==> config.mk <==
export PLATFORM = sky130hd
export DESIGN_NAME = clock_period_meter
export DESIGN_NICKNAME = d
export VERILOG_FILES = /design/src/rtl/clock_period_meter_pkg.sv /design/src/rtl/sync_edge_detect.sv /design/src/rtl/clock_period_meter.sv
export SDC_FILE = /design/constraint.sdc
export NUM_CORES = 1
export LEC_CHECK = 0
export CAP_MARGIN = 30
export CELL_PAD_IN_SITES_DETAIL_PLACEMENT = 1
export CELL_PAD_IN_SITES_GLOBAL_PLACEMENT = 1
export CORE_MARGIN = 1.5
export CORE_UTILIZATION = 37
export CTS_CLUSTER_SIZE = 12
export DETAILED_ROUTE_END_ITERATION = 8
export PLACE_DENSITY = 0.77
export SLEW_MARGIN = 25
export SYNTH_ARGS = -nofsm -noshare
export SYNTH_HDL_FRONTEND = slang
export SYNTH_SLANG_ARGS = --single-unit
export TNS_END_PERCENT = 1
==> constraint.sdc <==
create_clock -name clk -period 2.5 [get_ports clk]
set_input_delay 0.5 -clock clk [delete_from_list [all_inputs] [get_ports clk]]
set_output_delay 0.5 -clock clk [all_outputs]
set_load 0.05 [all_outputs]
==> src/rtl/clock_period_meter_pkg.sv <==
// -----------------------------------------------------------------------------
// clock_period_meter_pkg
// Shared constants for the clock period meter: default parameter values and
// the FSM state encoding used by clock_period_meter.
// -----------------------------------------------------------------------------
package clock_period_meter_pkg;

  // Default width of the cycle counter and the result outputs
  localparam int DEFAULT_CNT_WIDTH = 28;

  // Default count at which a measurement is abandoned (all ones at 28 bits)
  localparam logic [27:0] DEFAULT_TIMEOUT = 28'hFFFFFFF;

  // Default number of flops in the inclk synchronizer
  localparam int DEFAULT_SYNC_STAGES = 2;

  // FSM state encoding
  typedef logic [2:0] state_t;

  localparam state_t IDLE      = 3'd0;
  localparam state_t ARM       = 3'd1;
  localparam state_t WAIT_RISE = 3'd2;
  localparam state_t MEAS_HIGH = 3'd3;
  localparam state_t MEAS_LOW  = 3'd4;
  localparam state_t DONE      = 3'd5;

endpackage

==> src/rtl/sync_edge_detect.sv <==
// -----------------------------------------------------------------------------
// sync_edge_detect
// Brings an asynchronous level into the clk domain through a flop chain and
// produces registered single-cycle pulses on its rising and falling edges.
//
// Ports:
//   clk       in   system clock
//   reset     in   synchronous, active-high reset
//   async_in  in   level asynchronous to clk
//   sync      out  synchronized level (last flop of the chain)
//   rise      out  one-cycle pulse after a 0->1 transition of sync
//   fall      out  one-cycle pulse after a 1->0 transition of sync
//
// Both pulses trail the async_in transition by SYNC_STAGES+1 cycles, so an
// interval measured between any two edges carries no fixed offset.
// -----------------------------------------------------------------------------
module sync_edge_detect #(
  parameter int SYNC_STAGES = 2
) (
  input  logic clk,
  input  logic reset,
  input  logic async_in,
  output logic sync,
  output logic rise,
  output logic fall
);

  logic [SYNC_STAGES-1:0] chain;
  logic                   prev;

  // Shift the input through the synchronizer; prev holds the synchronized
  // level from the previous cycle so the edge pulses are registered too.
  always_ff @(posedge clk) begin
    if (reset) begin
      chain <= '0;
      prev  <= 1'b0;
      rise  <= 1'b0;
      fall  <= 1'b0;
    end else begin
      chain <= {chain[SYNC_STAGES-2:0], async_in};
      prev  <= chain[SYNC_STAGES-1];
      rise  <= chain[SYNC_STAGES-1] & ~prev;
      fall  <= ~chain[SYNC_STAGES-1] & prev;
    end
  end

  assign sync = chain[SYNC_STAGES-1];

endmodule

==> src/rtl/clock_period_meter.sv <==
// -----------------------------------------------------------------------------
// clock_period_meter
// One-shot measurement of a slow clock-like input in the clk domain. After a
// start request the block waits for inclk to be low, then for a rising edge,
// and reports the high time and full period in clk cycles through a
// valid/ready handshake. A measurement that reaches TIMEOUT counts is
// reported with timeout=1 and zero results.
//
// Ports:
//   clk        in   system clock
//   reset      in   synchronous, active-high reset
//   inclk      in   signal under measurement, asynchronous to clk
//   start      in   one-cycle request, honoured only when idle
//   busy       out  high in every state except IDLE
//   valid      out  result available, held until accepted
//   ready      in   consumer accepts on a clk edge where valid & ready
//   period     out  clk cycles between consecutive rising edges of inclk
//   high_time  out  clk cycles from a rising edge to the next falling edge
//   timeout    out  qualifies valid: the measurement was abandoned
// -----------------------------------------------------------------------------
module clock_period_meter
  import clock_period_meter_pkg::*;
#(
  parameter int                   CNT_WIDTH   = DEFAULT_CNT_WIDTH,
  parameter logic [CNT_WIDTH-1:0] TIMEOUT     = CNT_WIDTH'(DEFAULT_TIMEOUT),
  parameter int                   SYNC_STAGES = DEFAULT_SYNC_STAGES
) (
  input  logic                 clk,
  input  logic                 reset,
  input  logic                 inclk,
  input  logic                 start,
  output logic                 busy,
  output logic                 valid,
  input  logic                 ready,
  output logic [CNT_WIDTH-1:0] period,
  output logic [CNT_WIDTH-1:0] high_time,
  output logic                 timeout
);

  state_t               state;
  logic [CNT_WIDTH-1:0] counter;
  logic [CNT_WIDTH-1:0] counter_inc;
  logic                 at_timeout;
  logic                 in_sync;
  logic                 in_rise;
  logic                 in_fall;

  sync_edge_detect #(
    .SYNC_STAGES (SYNC_STAGES)
  ) u_sync_edge_detect (
    .clk      (clk),
    .reset    (reset),
    .async_in (inclk),
    .sync     (in_sync),
    .rise     (in_rise),
    .fall     (in_fall)
  );

  // The counter saturates at TIMEOUT so it can never wrap back through small
  // values while the FSM is deciding to give up.
  assign at_timeout  = (counter == TIMEOUT);
  assign counter_inc = at_timeout ? counter : counter + CNT_WIDTH'(1);

  // Measurement FSM, cycle counter and result registers. In every measuring
  // state a qualifying edge is checked before the timeout so that an edge
  // arriving on the very last count still produces a real result.
  always_ff @(posedge clk) begin
    if (reset) begin
      state     <= IDLE;
      counter   <= '0;
      period    <= '0;
      high_time <= '0;
      timeout   <= 1'b0;
    end else begin
      case (state)
        IDLE: begin
          if (start) begin
            state   <= ARM;
            counter <= '0;
          end
        end

        // Waiting for a low level first stops an input that is already high
        // from being mistaken for a fresh rising edge.
        ARM: begin
          counter <= counter_inc;
          if (!in_sync) begin
            state <= WAIT_RISE;
          end else if (at_timeout) begin
            state     <= DONE;
            timeout   <= 1'b1;
            period    <= '0;
            high_time <= '0;
          end
        end

        // The rising edge starts the interval: the cycle after it counts as 1.
        WAIT_RISE: begin
          if (in_rise) begin
            state   <= MEAS_HIGH;
            counter <= CNT_WIDTH'(1);
          end else begin
            counter <= counter_inc;
            if (at_timeout) begin
              state     <= DONE;
              timeout   <= 1'b1;
              period    <= '0;
              high_time <= '0;
            end
          end
        end

        MEAS_HIGH: begin
          counter <= counter_inc;
          if (in_fall) begin
            state     <= MEAS_LOW;
            high_time <= counter;
          end else if (at_timeout) begin
            state     <= DONE;
            timeout   <= 1'b1;
            period    <= '0;
            high_time <= '0;
          end
        end

        MEAS_LOW: begin
          counter <= counter_inc;
          if (in_rise) begin
            state   <= DONE;
            period  <= counter;
            timeout <= 1'b0;
          end else if (at_timeout) begin
            state     <= DONE;
            timeout   <= 1'b1;
            period    <= '0;
            high_time <= '0;
          end
        end

        // Results stay frozen here until the consumer takes them.
        DONE: begin
          if (ready) begin
            state <= IDLE;
          end
        end

        default: begin
          state <= IDLE;
        end
      endcase
    end
  end

  // Status outputs decode straight from the state register.
  assign valid = (state == DONE);
  assign busy  = (state != IDLE);

endmodule
==> results.ini <==
[outcome]
outcome = finished clean

[synthesis]
syn_nets = 423
ys_seq_elements = 93
ys_warn_count = 0
syn-cell-area_mm2 = 0.00403
synth_top_flop_cell = dfxtp_1
synth-edff-count = 0
synthDistinctLibCells = 49
synth_top_cells_by_area = dfxtp_1 (46%), a32o_1 (7.2%), mux2i_1 (7.0%)
synthCells = 417
synth-seq-area-share_pct = 46.2
synth.avg_cell_area_um2 = 9.67
synth_top_area_share_pct = 46.2
async_reset_ff_share_pct = 0
yosys.area.top_type = dfxtp_1

[sta]
setup_viol = 0
maxSlewHeadroom_pct = 59.0
fmax_mhz = 420
period_needed_ns = 2.38
slew_viol_final = 0
fin_skew_ns = 0.0135
timing.setup.tns_ns = 0
fin_crit_sh_pct = 95.3
hold_viol = 0
rsz0062_at_grt = no
worst_pin_slew_ns = 0.613

[worst_hold_path]
min_path_type = reg -> reg
min_path_cells = 1

[global_routing]
grt_max_degree = 42
track_usage_pct = 20.9
grt_pass1_wl_um = 19100
grt_pass1_vias = 3740
grt_overflow_total = 0
antenna_found_initial = 0

[die]
core_area_mm2 = 0.0105
initial_core_util_pct = 38.5
dieArea_mm2 = 0.0115
rows = 37
io_pins = 64
die_h_um = 107
die_w_um = 107

[route]
first_iter_violations = 146
wl_um = 11500
wl_met2_um = 5520
via_per_inst = 5.74
vias = 3660
remaining_drc_errors = 0
wl_per_cell_um = 18.0
top_layer_used = met4
met1Wirelength_um = 5420
met3_length_um = 413
first_pass_iters = 4
postRouteAntennaNets = 0

[worst_setup_path]
path_buf_inv = 2
cp.depth = 3
cp_max_fo = 16
critPathMaxStageDelay_ns = 0.80
reg2reg_depth = 6
critPathCaptureType = output port
required_ns = 2.00
worstPathCellList = inv_1 > and3_1 > clkdlybuf4s50_1
critPathKind = reg -> out
setup.reg_to_reg.worst_slack_ns = 0.14
cp-start-kind = flop
slowest_stage = clkdlybuf4s50_1
critPathArrivalTime_ns = 1.88
path_delay_family = buffers and inverters

[final_layout]
final_common_cell = dfxtp_1
multi_input_area_mm2 = 0.00202
fillCellCount = 1203
fin_cells = 638
drive_gt1_share_pct = 15.3
final_cell_mix = dfxtp_1 (90), clkdlybuf4s50_1 (61), buf_4 (36)
final_nets = 503
syn2layout_area_growth_pct = 28.6
utilization_pct = 49.6
n_antenna_cell = 0
ff_latch_area_mm2 = 0.00187
fin_area_mm2 = 0.00518

[pwr]
p_clk_share_pct = 39.5
switchingPower_uw = 673
power.internal_uw = 2070
swShare_pct = 24.5
power.leakage_uw = 0.00176
comb_power_share_pct = 5.7
seqPwrFrac_pct = 54.8
power.density_mw_per_mm2 = 529
ir_worst_vdd_mv = 0.277

[placed_design]
placedCellCount = 622
gp_congestion = 0.853
port_buffers = 63
hpwl_um = 8350
place_area_mm2 = 0.00496

[cts]
cts-root-buf = clkbuf_8
cts_tree = built
holdBufCountCts = 0
htree_levels = 3
cts.path.max_buffers = 2
cts.clk_slew.worst_paths_ns = 0.10
cts_buffers = 9
cts.sinks = 93
clock_latency_ns = 0.36

[run]
cap_viol_max_count = 0

[flip-flops by register name, indices dropped and copies added (netlist names)]
| signal | flops |
|---|---|
| counter | 28 |
| high_time | 28 |
| period | 28 |
| state | 3 |
| u_sync_edge_detect.chain | 2 |
| timeout | 1 |
| u_sync_edge_detect.fall | 1 |
| u_sync_edge_detect.prev | 1 |
| u_sync_edge_detect.rise | 1 |
[layout make-up]
type	count	area share, %
well taps	136	3.28
clock buffers	11	2.92
repair buffers	98	17.1
inverters	7	0.507
clock inverters	5	1.25
flip-flops and latches	93	36.0
multi-input cells	288	39.0
[metrics by stage]
step | setup WS (ns) | power (uW) | hold WS [ns]
2_1_floorplan | 0.178 | 1630 | 0.383
3_3_place_gp | 0.123 | 1680 | 0.396
3_5_place_dp | 0.0507 | 1690 | 0.399
4_1_cts | 0.0296 | 2770 | 0.418
5_1_grt | 0.0243 | 2840 | 0.441
6_report | 0.117 | 2740 | 0.410
[cells in the mapped netlist, types with 2 or more instances]
cell      number
o31ai_1       13
buf_1          2
nor3b_1        2
nand3_1       12
a21oi_1       28
a22oi_1        2
and2_1         5
a21o_1         3
a211oi_1       3
nor2b_1        7
nor3_2        11
buf_6          2
and4_1         4
mux2i_1       28
o41ai_1        2
nor3_1        22
a31oi_1        3
nor2_1        11
or2_2          2
xnor2_1        3
buf_2          8
or4_1         13
or4_4          2
nand4_2        2
a32o_1        29
or3_1         10
clkbuf_1      16
dfxtp_1       93
inv_1          7
and3_1         5
nand4_1        5
o21ai_0       17
nand2_1       29
[logic make-up after synthesis]
logic type | synth area share [%]
compound gates | 20.1
xor+xnor | 0.652
fa+ha+maj | 0.558
buf+inv | 4.06
flops | 46.2
mux | 6.95
simple gates | 21.5
[metal layers]
metal / track usage (%) / vias to the layer above
met5: 0 / -
li1: - / 1742
met4: 5.36 / 0
met1: 27.0 / 1835
met3: 3.51 / 12
met2: 36.0 / 71
[worst reg2reg max path, stage by stage, from the launching register on]
cell and delay (ns):
dfxtp_1 0.50, nand4_2 0.20, or3_1 0.41, or4_4 0.45, a211oi_4 0.27, buf_4 0.28
nor3_1 0.10
[path summary, 6_finish.rpt]
path                                        endpoint                               start
hold reg to reg   u_sync_edge_detect.rise$_SDFF_PP0_  u_sync_edge_detect.prev$_SDFF_PP0_
setup / recovery                               valid               state[1]$_SDFFE_PP0P_
setup reg to reg             period[15]$_SDFFE_PP0P_            counter[13]$_SDFFE_PP0P_
hold / removal    u_sync_edge_detect.rise$_SDFF_PP0_  u_sync_edge_detect.prev$_SDFF_PP0_
[power groups by stage]
stage	Sequential, uW	Clock, uW	Combinational [uW]
after floorplan	1530	0	107
after detailed placement	1540	0	155
final	1500	1080	158
after global routing	1500	1170	171
after global placement	1540	0	149
after CTS	1500	1110	156
[repair_timing]
item                                    4_1_cts  5_1_grt
endpoints found under the setup margin        1       16
pin swaps                                     0        0
gates resized for setup                       2        2
setup buffers                                 0        0
No activity file was read; power rests on OpenSTA's default activity.
